`src/rtl/song_grid_draw.sv`:
```
// Note grid for a four-lane rhythm game: shifts one row per song step and
// repaints the 8x4 grid as 4x4-pixel cells, one pixel per clock.
module song_grid_draw #(
    parameter logic [7:0] X0 = 8'd40,
    parameter logic [6:0] Y0 = 7'd20
) (
    input  logic       clock,
    input  logic       reset,
    input  logic       startGame,
    input  logic       shiftSong,
    input  logic       beatIncremented,
    input  logic       songDone,
    input  logic [3:0] newNotes,
    output logic       readyForSong,
    output logic [3:0] hitRow,
    output logic       hitValid,
    output logic [7:0] x,
    output logic [6:0] y,
    output logic [2:0] colour,
    output logic       plot,
    output logic [1:0] drawState
);

    // Handshake: shiftSong and beatIncremented are single-cycle strobes with no
    // back-pressure; readyForSong is a level that is high only while idle and armed.

    typedef enum logic [1:0] {
        IDLE  = 2'd0,
        DRAW  = 2'd1,
        FLUSH = 2'd2
    } drawState_t;

    drawState_t state, stateNext;

    logic [7:0][3:0] grid;
    logic [8:0]      cnt;
    logic            armed;

    logic [1:0] px, py, lane;
    logic [2:0] row;
    logic [7:0] pixX;
    logic [6:0] pixY;
    logic [2:0] cellColour;

    assign px   = cnt[1:0];
    assign py   = cnt[3:2];
    assign lane = cnt[5:4];
    assign row  = cnt[8:6];

    assign pixX = X0 + {3'b000, lane, 3'b000} + {6'b000000, px};
    assign pixY = Y0 + {1'b0, row, 3'b000} + {5'b00000, py};

    assign readyForSong = (state == IDLE) && armed;
    assign drawState    = state;

    always_comb begin
        cellColour = 3'b000;
        if (grid[row][lane]) begin
            case (lane)
                2'd0:    cellColour = 3'b100;
                2'd1:    cellColour = 3'b010;
                2'd2:    cellColour = 3'b001;
                default: cellColour = 3'b110;
            endcase
        end
    end

    always_comb begin
        stateNext = state;
        case (state)
            IDLE:    if (beatIncremented) stateNext = DRAW;
            DRAW:    if (cnt == 9'd511) stateNext = FLUSH;
            FLUSH:   stateNext = IDLE;
            default: stateNext = IDLE;
        endcase
    end

    always_ff @(posedge clock) begin
        if (reset) begin
            state <= IDLE;
            cnt   <= 9'd0;
        end else begin
            state <= stateNext;
            // Held at zero outside DRAW so every draw starts from the top-left cell.
            if (state == DRAW) cnt <= cnt + 9'd1;
            else               cnt <= 9'd0;
        end
    end

    always_ff @(posedge clock) begin
        if (reset) begin
            grid     <= '0;
            hitRow   <= 4'b0000;
            hitValid <= 1'b0;
        end else begin
            hitValid <= shiftSong;
            if (shiftSong) begin
                grid   <= {grid[6:0], newNotes};
                hitRow <= grid[6];
            end
        end
    end

    always_ff @(posedge clock) begin
        if (reset) begin
            armed <= 1'b0;
        end else if (startGame) begin
            armed <= 1'b1;
        end else if (songDone && readyForSong) begin
            armed <= 1'b0;
        end
    end

    // Pixel outputs trail the counter by one cycle; the grid is read live.
    always_ff @(posedge clock) begin
        if (reset) begin
            x      <= 8'd0;
            y      <= 7'd0;
            colour <= 3'b000;
            plot   <= 1'b0;
        end else begin
            plot <= (state == DRAW);
            if (state == DRAW) begin
                x      <= pixX;
                y      <= pixY;
                colour <= cellColour;
            end
        end
    end

endmodule

```
`config.mk`:
```
export PLATFORM = sky130hd
export DESIGN_NAME = song_grid_draw
export DESIGN_NICKNAME = d
export VERILOG_FILES = /design/src/rtl/song_grid_draw.sv
export SDC_FILE = /design/constraint.sdc
export NUM_CORES = 1
export LEC_CHECK = 0
export CAP_MARGIN = 30
export CORE_UTILIZATION = 39
export DETAILED_ROUTE_END_ITERATION = 6
export GPL_TIMING_DRIVEN = 0
export SYNTH_ARGS = -nofsm -noshare
export SYNTH_HDL_FRONTEND = slang
export SYNTH_SLANG_ARGS = --single-unit
```
`constraint.sdc`:
```
create_clock -name clock -period 1.6 [get_ports clock]
set_input_delay 0.4 -clock clock [delete_from_list [all_inputs] [get_ports clock]]
set_output_delay 0.4 -clock clock [all_outputs]
set_load 0.02 [all_outputs]
```
[Word level (Yosys, flattened, before mapping)]
Index checks and enable logic that the tools add are counted.
Word-level totals
  register bits after elaboration: 64
  input port bits: 10
  logic and storage cells: 48
Cells by class
  add/subtract/negate cells: 5
  $lt $le $gt $ge: 2
  eq/ne operators: 6
  mux-type cells: 11
  bitwise operators: 1
  reduce and logical (&&, ||, !) cells: 7
Operator list (number)
  binary-select mux 4 bit (select 3 bit): 1
  adder 9 x 1 -> 9 bit (second input constant): 1
  equality test 9 bit (second input constant): 1
  case mux 3 bit (3 select lines): 1
  adder 7 x 2 -> 8 bit: 1
  adder 5 x 6 -> 7 bit (first input constant): 1
  adder 6 x 5 -> 7 bit (first input constant): 1
  adder 7 x 2 -> 7 bit: 1
  equality test 2 x 1 -> 1 bit (second input constant): 2
  zero test 2 bit: 2
  < comparator 3 x 4 -> 1 bit (second input constant): 1
  two-way mux 2 bit: 2
  two-way mux 4 bit: 1
  inequality test 2 bit (second input constant): 2
  case mux 2 bit (2 select lines): 1
  < comparator 2 x 3 -> 1 bit (second input constant): 1
  two-way mux 1 bit: 3
  two-way mux 3 bit: 1
  binary-select mux 1 bit (select 2 bit): 1
  equality test 2 bit (second input constant): 1
  logical AND 1 bit: 2
  AND reduction 2 bit: 1
  nonzero test 2 bit: 1
  OR reduction 2 bit: 1
  NOT 1 bit: 1

[Longest topological paths before layout]
  depth after elaboration: 5
  depth in mapped cells: 8
  gate-level depth less buffers: 7

[Worst setup path before layout]
OpenSTA, ideal clock, no wires.
  path type: reg-to-reg
  from: reg cnt[7]
  to: reg colour[0]
  arrival time: 1.557 ns
  path slack: -0.044 ns
  cell stages (with the launch flop): 6
  period minus slack after synthesis: 1.644 ns
  path through: dfxtp_1 -> buf_6 -> mux2i_1 -> mux4_2 -> a221o_1 -> o31ai_1
Between the ends
  longest elaborated chain between the ends: 5
Ends and longest elaborated chain
  from (decl): line 36  | logic [8:0] cnt;
  from (signal assigned): line 85  | if (state == DRAW) cnt <= cnt + 9'd1;
  binary-select mux 4 bit (select 3 bit): line 58  | if (grid[row][lane]) begin
  two-way mux 4 bit (implied by the code): line 58
  binary-select mux 1 bit (select 2 bit): line 58
  two-way mux 1 bit (implied by the code): line 58
  two-way mux 3 bit: line 58
  to (signal assigned): line 126  | colour <= cellColour;
  to (decl): line 19  | output logic [2:0] colour,
Every way passes these cells. The select of a mux whose other input is x is not followed.
A chain may end at the register's enable or synchronous reset.

[Worst setup path in the final report]
Same ends and word-level chain as after synthesis.

==> results.py <==
metrics = {
    "timing": {
        "worst_pin_slew_ps": 774,
        "slew_headroom_pct": 48.4,
        "finClkSkew_ps": 5.96,
        "finalHoldViolCount": 0,
        "fmax_ghz": 0.561,
        "report.final.slew_viol_count": 0,
        "finalCritPeriodShare_pct": 111,
        "fin_ws_ps": -183,
        "holdWs_ps": 450,
        "setup_viol": 3,
        "final.setup.tns_ps": -522,
        "rsz0062_at_grt": "yes",
        "period_minus_slack_ps": 1780,
    },
    "cts": {
        "cts_buffers": 9,
        "cts_hold_buf": 0,
        "clk_latency_ps": 330,
        "cts_buffer_depth": 2,
        "clockRootBuffer": "clkbuf_8",
        "cts_tree": "built",
        "clk_pin_slew_ps": 60,
        "clock-sinks": 62,
        "cts.htree.levels": 3,
    },
    "setup_path": {
        "end_kind": "flip-flop",
        "startpoint": "cnt[7]$_SDFF_PP0_",
        "cp-start-kind": "flip-flop",
        "cp_num_buf_inv": 1,
        "reg2reg_to": "colour[0]$_SDFFE_PP0N_",
        "cp_cell_sequence": "buf_4, mux2i_1, mux4_2, a221o_1, o31ai_1",
        "reg2regPathDepth": 5,
        "cpMaxStageDelayCell": "mux4_2",
        "critical_path_class": "reg2reg",
        "cp_num_cells": 5,
        "required_ps": 1850,
        "arrival_ps": 2030,
        "rrSetupSlack_ps": -180,
        "worstReg2RegStart": "cnt[7]$_SDFF_PP0_",
        "critPathMaxFanout": 5,
        "slowest_delay_ps": 460,
        "path_delay_family": "compound AO/OA/AOI/OAI gates",
    },
    "finish": {
        "n_fill_cell": 631,
        "design_area_sq_um": 3200,
        "diodes": 0,
        "final_layout_size_suffix_gt1_share_pct": 14.2,
        "synthToLayoutAreaGrowth_pct": 23.3,
        "fin_nets": 329,
    },
    "synth": {
        "ys_async_sr_fraction_pct": 0,
        "synth.avg_cell_area_sq_um": 9.77,
        "seq_area_frac_synth_pct": 47.8,
        "ys.flop_type": "dfxtp_1",
        "yosys.area.top_type": "dfxtp_1",
        "synth.area.top_cells": "dfxtp_1, mux2i_1, nor2_1",
        "postSynthCellCount": 266,
        "yosys_register_bits": 62,
        "synth_edf_count": 0,
        "synth_warnings": 0,
        "yosysTopAreaCellShare_pct": 47.8,
        "synth_most_common_cell": "dfxtp_1",
        "syn_area_sq_um": 2600,
        "synthDistinctLibCells": 29,
        "post_synth_most_frequent_cells": "dfxtp_1, nor2_1, mux2i_1",
    },
    "power": {
        "p_leak_nw": 1.38,
        "p_per_area_nw_per_um2": 932,
        "ir_drop_mv": 0.387,
    },
    "routing": {
        "route.detailed.drc": 0,
        "drt-initial-drc-count": 111,
        "antenna_left": 0,
        "first_pass_iters": 4,
        "drt-vias-per-instance": 4.85,
        "drt-wirelength-per-cell_microns": 13.4,
        "vias": 1912,
        "routed_wl_microns": 5300,
    },
    "die": {
        "die_area_sq_um": 6990,
        "ioPinCount": 37,
        "die_x_microns": 83.6,
        "core-area_sq_um": 6390,
        "die_y_microns": 83.6,
        "start_util_pct": 40.7,
        "rows": 29,
    },
    "hold_path": {
        "whs_endpoint": "y[1]$_SDFFE_PP0N_",
        "holdPathStages": 2,
        "hp-start": "y[1]$_SDFFE_PP0N_",
        "hold_class": "reg2reg",
    },
    "status": {
        "status": "finished, violations left",
        "violations": "negative setup slack",
    },
    "grt": {
        "grt_max_degree": 11,
        "antenna_found_initial": 0,
        "grt_pass1_vias": 1829,
        "grt.overflow.total": 0,
        "grt_use_total_pct": 16.7,
        "grt_pass1_wl_microns": 9060,
    },
    "place": {
        "gp_congestion": 0.766,
        "port_buffers": 33,
        "pre_cts_slack_ps": -565,
        "place_area_sq_um": 3030,
        "dp_hpwl_microns": 3680,
    },
    "flow_run": {
        "cap_viol_max_count": 0,
    },
}
[per-layer routing]
layer,global-route usage [%],part of all wire (%),vias up
met5,0,0,-
met4,9.24,0.93,0
met3,2.77,3.2,7
met2,25.3,45,32
met1,22.8,51,897
li1,-,-,976
[how the worst max path moves through the flow]
stage,endpoint,slack (ps)
after detailed placement,grid[5]$_SDFFE_PP0P_,-570
after global routing,colour[0]$_SDFFE_PP0N_,-270
after CTS,colour[1]$_SDFFE_PP0N_,-200
after floorplan,colour[0]$_SDFFE_PP0N_,-40
after global placement,y[2]$_SDFFE_PP0N_,-520
final,colour[0]$_SDFFE_PP0N_,-180
[report_power, final]
part / internal [W] / switching (W) / leakage, nW
sequential: 0.00157 / 0.0000215 / 0.507
combinational: 0.0000960 / 0.000131 / 0.790
clock: 0.000606 / 0.000557 / 0.0817
total: 0.00227 / 0.000709 / 1.38
[cells by family (layout without fill, tap and decap cells)]
kind of cell               count (synthesis)  count (layout)  synth area share (%)
and+or+nand+nor                           91              91                  14.4
DFF                                       62              62                  47.8
muxes                                     53              53                  22.4
buffers and inverters                     28              78                  5.68
AOI/OAI and AO/OA                         19              19                  4.58
adders and majority gates                  7               7                  3.37
xor gates and xnor gates                   5               5                  1.69
other                                      1               2                 0.144
[state kept, by name (all words and copies together), names as in the netlist]
register   cells
colour         3
hitValid       1
x              6
armed          1
drawState      2
cnt            9
plot           1
y              7
grid          32
[stage by stage]
step	total power, W	cells	utilization [%]
3_5_place_dp	0.00187	377	47.4
2_1_floorplan	0.00177	267	-
3_3_place_gp	0.00186	377	47.4
4_1_cts	0.00301	394	49.8
5_1_grt	0.00311	394	50.2
6_report	0.00298	394	50.2
[repair_timing]
action	CTS	global route
setup endpoints to repair	49	35
pin swaps	0	1
setup buffers	1	0
gates cloned	1	0
resized for setup	35	15
[cells in the final DEF (no fill, tap or decap), drive strengths merged, types with 4 or more instances in the layout]
master,synthesis,routed
clkbuf,9,24
clkdlybuf4s50,0,8
mux4,4,4
mux2i,49,49
dlygate4sd2,0,24
dfxtp,62,62
a21oi,10,10
inv,7,7
ha,7,7
nor2,54,54
nand2,23,23
buf,12,14
[worst min-delay path: stages (launching register included)]
cell and delay [ps]:
dfxtp_1 310, nand2_1 50, a21oi_1 50
[layout make-up]
type | instances | area (sq um) | share of cell area [%]
Clock inverter | 1 | 5.00 | 0.156
Buffer | 20 | 123 | 3.83
Multi-Input combinational cell | 177 | 1230 | 38.4
Timing Repair Buffer | 35 | 310 | 9.69
Tap cell | 77 | 96.3 | 3.01
Inverter | 7 | 26.3 | 0.820
Sequential cell | 62 | 1250 | 39.2
Clock buffer | 15 | 156 | 4.88
Note: power is estimated with default switching activity, not from simulation.
